[src/rtl/cic_decim_param.sv]
// CIC decimator: STAGES integrators at input rate, STAGES combs at decimated rate, rounding right-shift.
// Define CIC_SAT_EN to clamp out-of-range results and raise overflow; otherwise results wrap.
module cic_decim_param #(
  parameter int STAGES = 5,
  parameter int IN_W   = 8,
  parameter int OUT_W  = 8,
  parameter int ACC_W  = 88
) (
  input  logic             clk,
  input  logic             rst,
  input  logic [15:0]      dec_ratio,
  input  logic [6:0]       shift,
  input  logic             in_valid,
  input  logic [IN_W-1:0]  in_data,
  output logic             out_valid,
  output logic [OUT_W-1:0] out_data,
  output logic             overflow
);

  localparam int MAX_SH = ACC_W - OUT_W;

  logic [ACC_W-1:0] integ [STAGES];
  logic [ACC_W-1:0] z     [STAGES];
  logic [ACC_W-1:0] c     [STAGES+1];
  logic [ACC_W-1:0] in_ext;
  logic [ACC_W-1:0] cap;

  logic [15:0] count;
  logic [15:0] r_l;
  logic [15:0] r_cur;
  logic [15:0] ratio_eff;
  logic        armed;
  logic        strobe;
  logic        strobe_d;

  logic [31:0]             sh_eff;
  logic signed [ACC_W:0]   round_add;
  logic signed [ACC_W:0]   rounded;
  logic signed [ACC_W:0]   scaled;
  logic [OUT_W-1:0]        out_next;
  logic                    ovf_next;

  assign in_ext    = {{(ACC_W-IN_W){in_data[IN_W-1]}}, in_data};
  assign ratio_eff = (dec_ratio == 16'd0) ? 16'd1 : dec_ratio;
  // Until the first clock after reset release, the ratio comes straight from dec_ratio.
  assign r_cur     = armed ? r_l : ratio_eff;
  assign strobe    = in_valid && (count == r_cur - 16'd1);

  always_ff @(posedge clk or negedge rst) begin
    if (!rst) begin
      for (int k = 0; k < STAGES; k++) integ[k] <= '0;
    end else if (in_valid) begin
      integ[0] <= integ[0] + in_ext;
      for (int k = 1; k < STAGES; k++) integ[k] <= integ[k] + integ[k-1];
    end
  end

  always_ff @(posedge clk or negedge rst) begin
    if (!rst) begin
      count <= '0;
      r_l   <= 16'd1;
      armed <= 1'b0;
    end else begin
      armed <= 1'b1;
      if (!armed || strobe) r_l <= ratio_eff;
      if (strobe)        count <= '0;
      else if (in_valid) count <= count + 16'd1;
    end
  end

  always_ff @(posedge clk or negedge rst) begin
    if (!rst) begin
      cap      <= '0;
      strobe_d <= 1'b0;
    end else begin
      strobe_d <= strobe;
      if (strobe) cap <= integ[STAGES-1];
    end
  end

  always_comb begin
    c[0] = cap;
    for (int k = 0; k < STAGES; k++) c[k+1] = c[k] - z[k];
  end

  // One guard bit above ACC_W keeps the rounding add from flipping the sign.
  always_comb begin
    sh_eff    = ({25'd0, shift} > 32'(MAX_SH)) ? 32'(MAX_SH) : {25'd0, shift};
    round_add = '0;
    if (sh_eff != 32'd0) round_add = {{ACC_W{1'b0}}, 1'b1} << (sh_eff - 32'd1);
    rounded   = $signed({c[STAGES][ACC_W-1], c[STAGES]}) + round_add;
    scaled    = rounded >>> sh_eff;
  end

`ifdef CIC_SAT_EN
  logic sat_hi;
  logic sat_lo;

  always_comb begin
    sat_hi   = !scaled[ACC_W] && (|scaled[ACC_W-1:OUT_W-1]);
    sat_lo   = scaled[ACC_W] && !(&scaled[ACC_W-1:OUT_W-1]);
    ovf_next = sat_hi || sat_lo;
    if (sat_hi)      out_next = {1'b0, {(OUT_W-1){1'b1}}};
    else if (sat_lo) out_next = {1'b1, {(OUT_W-1){1'b0}}};
    else             out_next = scaled[OUT_W-1:0];
  end
`else
  always_comb begin
    out_next = OUT_W'(scaled);
    ovf_next = 1'b0;
  end
`endif

  always_ff @(posedge clk or negedge rst) begin
    if (!rst) begin
      for (int k = 0; k < STAGES; k++) z[k] <= '0;
      out_data  <= '0;
      out_valid <= 1'b0;
      overflow  <= 1'b0;
    end else begin
      out_valid <= strobe_d;
      overflow  <= strobe_d && ovf_next;
      if (strobe_d) begin
        for (int k = 0; k < STAGES; k++) z[k] <= c[k];
        out_data <= out_next;
      end
    end
  end

endmodule
[config.mk]
export PLATFORM = sky130hd
export DESIGN_NAME = cic_decim_param
export DESIGN_NICKNAME = d
export VERILOG_FILES = /design/src/rtl/cic_decim_param.sv
export SDC_FILE = /design/constraint.sdc
export NUM_CORES = 2
export LEC_CHECK = 0
export BUFFER_PORTS_ARGS = -buffer_cell sky130_fd_sc_hd__buf_2
export CAP_MARGIN = 20
export CORE_ASPECT_RATIO = 1.1
export CORE_MARGIN = 8
export CORE_UTILIZATION = 45
export CTS_BUF_LIST = sky130_fd_sc_hd__clkbuf_16
export CTS_CLUSTER_SIZE = 20
export DETAILED_ROUTE_END_ITERATION = 8
export GPL_ROUTABILITY_DRIVEN = 0
export PLACE_DENSITY = 0.6
export SKIP_LAST_GASP = 1
export SLEW_MARGIN = 20
export SYNTH_ARGS = -nofsm -noshare
export SYNTH_HDL_FRONTEND = slang
export SYNTH_SLANG_ARGS = --single-unit
[constraint.sdc]
create_clock -name clk -period 16 [get_ports clk]
set_input_delay 2.4 -clock clk [delete_from_list [all_inputs] [get_ports clk]]
set_output_delay 2.4 -clock clk [all_outputs]
set_load 0.1 [all_outputs]
After elaboration in Yosys (flattened, before gate mapping)
Index checks and enable logic that the tools add are counted.

Flip-flop bits (word level): 1011. Bits of input ports: 34. Output and inout port bits: 10. Word-level logic and storage cells: 47.

Add/sub/neg operators: 14. $lt $le $gt $ge: 1. Equality and inequality tests: 1. Shift-type cells: 2. Multiplexer cells: 6. Reductions and logical operators: 6.

Operators by type and width (number): 88-bit adder (5); 88-bit subtractor (5); 88-bit by 89-bit adder with 89-bit output (1); 89-bit 2-to-1 mux (1); 1-bit by 32-bit left shift with 89-bit output, first input constant (1); 89-bit by 7-bit >>> shifter with 8-bit output (1); 16-bit 2-to-1 mux (4); 32-bit nonzero test (1); 16-bit by 1-bit adder with 16-bit output, second input constant (1); 16-bit == test (1); 16-bit zero test (1); 16-bit by 1-bit subtractor with 16-bit output, second input constant (1); 7-bit by 1-bit subtractor with 8-bit output, second input constant (1); 7-bit greater-than comparator, second input constant (1); 7-bit 2-to-1 mux (1); 2-bit nonzero test (1); 1-bit logical AND (1); 1-bit zero test (1); 1-bit logical OR (1).

Logic depth before layout (Yosys ltp)
Depth after elaboration: 7. Depth in mapped cells: 92. Mapped depth without buffers: 91.

Worst setup path after synthesis
OpenSTA, ideal clock, no wires.

Path kind: register to register. Start point: register cap[0]. End point: register out_data[3]. Library setup time: 0.129 ns. Arrival: 14.254 ns. Required time: 15.871 ns. Setup slack: 1.618 ns. Stages on the path, launching flop included: 83. Path buffers: 3. Period minus slack after synthesis: 14.382 ns. Path through: dfrtp_1 inv_1 ha_1 inv_1 fa_1 a21o_1 a21oi_1 nor2b_1 o21ai_0 a21o_1 o21a_1 o21ai_0 and2_1 nand4_1 nand2_1 a21o_1 a21oi_1 xnor2_1 (+47 left out) clkbuf_1 inv_1 o21bai_1 a21oi_1 o21ai_0 a21o_1 a21o_1 a21oi_1 o21ai_0 a21oi_1 o31ai_1 a221o_1 xor2_1 a222oi_1 and2_1 nor2_1 o311ai_1 a21oi_1.

RTL lines: start, declared (RTL line 26) `logic [ACC_W-1:0] cap;`; start signal, assigned (RTL line 77) `if (strobe) cap <= integ[STAGES-1];`; end signal, assigned (RTL line 125) `out_data <= out_next;`; end, declared (RTL line 16) `output logic [OUT_W-1:0] out_data,`.

==> run summary <==
status -> finished clean
hold slack -> 0.488 ns
skew final -> 0.0579 ns
WP data arrival -> 15.71 ns
hold violation total from the final report -> 0
highest metal used -> met4
clock insertion delay at the later pin of the skew report -> 0.76 ns
max_slew headroom -> 31.0%
DRT antenna net count -> 0
area of the mapped netlist -> 93,300 um^2
final period utilization -> 94.5%
Synth-to-Final Area Change -> 8.45%
row count -> 175
critical path required time -> 16.58 ns
Synth top area share -> 27.1%
Startpoint Class -> flip-flop
Worst-Margin Slew -> 1.04 ns
Synth Instances -> 11.2k
routed wl met2 -> 106 mm
CTS tree -> yes
Placed Instances -> 13.7k
Iter 0 DRT Violations -> 4,964
CP max stage cell -> ha_1
WL met1 -> 103 mm
MaxCap Viol Count -> 0
Final Setup Violations -> 0
final wirelength -> 226 mm
Worst-path clk slew -> 0.06 ns
worst-path maximum fanout -> 7
H-Tree Depth -> 3
Synth area leaders -> dfrtp_1 (27%), ha_1 (13%), a21oi_1 (5.9%)
Net count, final -> 12.1k
Main synth FF type -> dfrtp_1
detailed placer's ending HPWL -> 175 mm
Slew Limit Fails -> 0
Initial Util -> 45.2%
share of post-route cells with drive strength above 1 -> 9.49%
Die Ht -> 494 um
die width -> 450 um
Worst Hold Class -> flip-flop to flip-flop
Post-synth EDFFs -> 0
CTS buffer count -> 119
routed wl met3 -> 6.55 mm
Layout fillers -> 19.6k
Placed Area -> 96,200 um^2
router iterations before antenna repair -> 8
DR vias -> 78.9k
GRT overflow -> 0
core area -> 206,000 um^2
largest area contributor in the netlist -> dfrtp_1
die area -> 222,000 um^2
Seq/Total Area, Yosys -> 27.1%
DRC -> 0
Crit Path Class -> flip-flop to flip-flop
antenna violations before repair -> 2
CTS Root Cell -> clkbuf_16
CP peak stage delay -> 0.42 ns
Wirelength per Cell -> 16.2 um
IO buf count -> 42
final worst path period need -> 15.13 ns
count leader, synth -> a21oi_1
ys async rst share -> 100%
I/O Pins -> 44
yosys warns -> 0
first-pass GRT wire length -> 380 mm
synthesized area per cell -> 8.31 um^2
Clock Sink Count -> 1,011
GR Util All Layers -> 19.5%
vias in the first global route -> 77.0k
Post-Layout Cell Count -> 13.9k
largest net degree at the start of global routing -> 211
Clock Path Buffers -> 3
Yosys cell types -> 101
setup_tns -> 0 ns
CP most frequent cell -> a21oi_1
Via density -> 5.66
FF+latch count, synth -> 1,011
Max Clk Rate -> 66.1 MHz
Final Cell Area -> 101,000 um^2
top post-synthesis cells by count -> a21oi_1 (1,097), nand2_1 (1,077), dfrtp_1 (1,010), o21ai_0 (982), ha_1 (961)
Crit. End Element -> flip-flop
-- critical path: cells and delay by family, from the launching register on --
kind            cells  cell delay, ns
xor+xnor            6            1.04
simple gates       21            3.68
compound gates     38            7.39
fa+ha+maj           6            2.09
buf+inv             2            0.35
flops               1            0.40
-- state kept, by name, summed over array words and instances (netlist names) --
| signal | cells |
|---|---|
| armed | 1 |
| cap | 88 |
| count | 16 |
| integ | 440 |
| out_data | 8 |
| out_valid | 1 |
| r_l | 16 |
| strobe_d | 1 |
| z | 440 |
-- per-layer routing --
metal	global-route usage [%]	vias up
met5	0	-
met1	25.0	36700
met4	8.25	0
met3	1.88	555
met2	33.7	1454
li1	-	40200
-- cell usage in the layout (no fill, tap or decap), types with 40 or more instances in the layout --
cell / count
a211oi_1: 78
a21o_1: 686
a21oi_1: 1060
a21oi_2: 40
a31oi_1: 97
and2_1: 56
and3_1: 95
buf_4: 127
clkbuf_16: 122
dfrtp_1: 1009
ha_1: 948
inv_1: 713
mux2_2: 487
mux2i_1: 104
nand2_1: 1075
nand2b_1: 127
nand3_1: 207
nand4_1: 170
nor2_1: 600
nor2b_1: 151
nor3_1: 141
o211ai_1: 50
o21a_1: 102
o21ai_0: 963
o21ai_1: 43
o21bai_1: 168
o31ai_1: 58
xnor2_1: 592
xor2_1: 335
-- stage by stage --
stage               util [%]  setup WS [ns]
floorplan                  -           1.62
global placement        46.6          0.178
detailed placement      46.6          0.153
CTS                     48.7         0.0157
global route            49.0        -0.0533
finish                  49.0          0.873
-- worst paths after layout --
path                            start           to  slack [ns]  depth (start not counted)
max                            cap[4]  out_data[2]        0.87                         73
min reg2reg                integ[439]   integ[439]        0.49                          1
max in group asynchronous         rst   integ[381]       11.55                          5
max reg2reg                    cap[4]  out_data[2]        0.87                         73
min                        integ[439]   integ[439]        0.49                          1
min in group asynchronous         rst        z[89]        1.61                          1
-- final cells by class --
cell class              count  area [um^2]  area share, %
flip-flops and latches   1011        25300           25.0
repair buffers            175         1320           1.30
diodes                      1         2.50        0.00247
clock inverters            98         1170           1.16
clock buffers             122         3050           3.02
well taps                2743         3430           3.39
multi-input cells        9087        64300           63.5
inverters                 700         2630           2.60
-- what timing repair did --
action | 4_1_cts | 5_1_grt
setup endpoints to repair | 0 | 8
hold buffers | 0 | 0
setup buffers | 0 | 18
resized for setup | 0 | 137
-- logic make-up after synthesis --
group                    Yosys count  share of synthesized area, %
AND/OR/NAND/NOR                 2813                          14.1
AO/OA/AOI/OAI                   3765                          25.3
buffers and inverters           1138                          4.60
flip-flops                      1011                          27.1
multiplexers                     591                          6.99
adder cells (fa/ha/maj)          972                          13.1
XOR/XNOR                         936                          8.81
other                              2                       0.00805
Power is not shown: default switching activity piles up to over one toggle a cycle in this logic, so the estimate is an artifact.
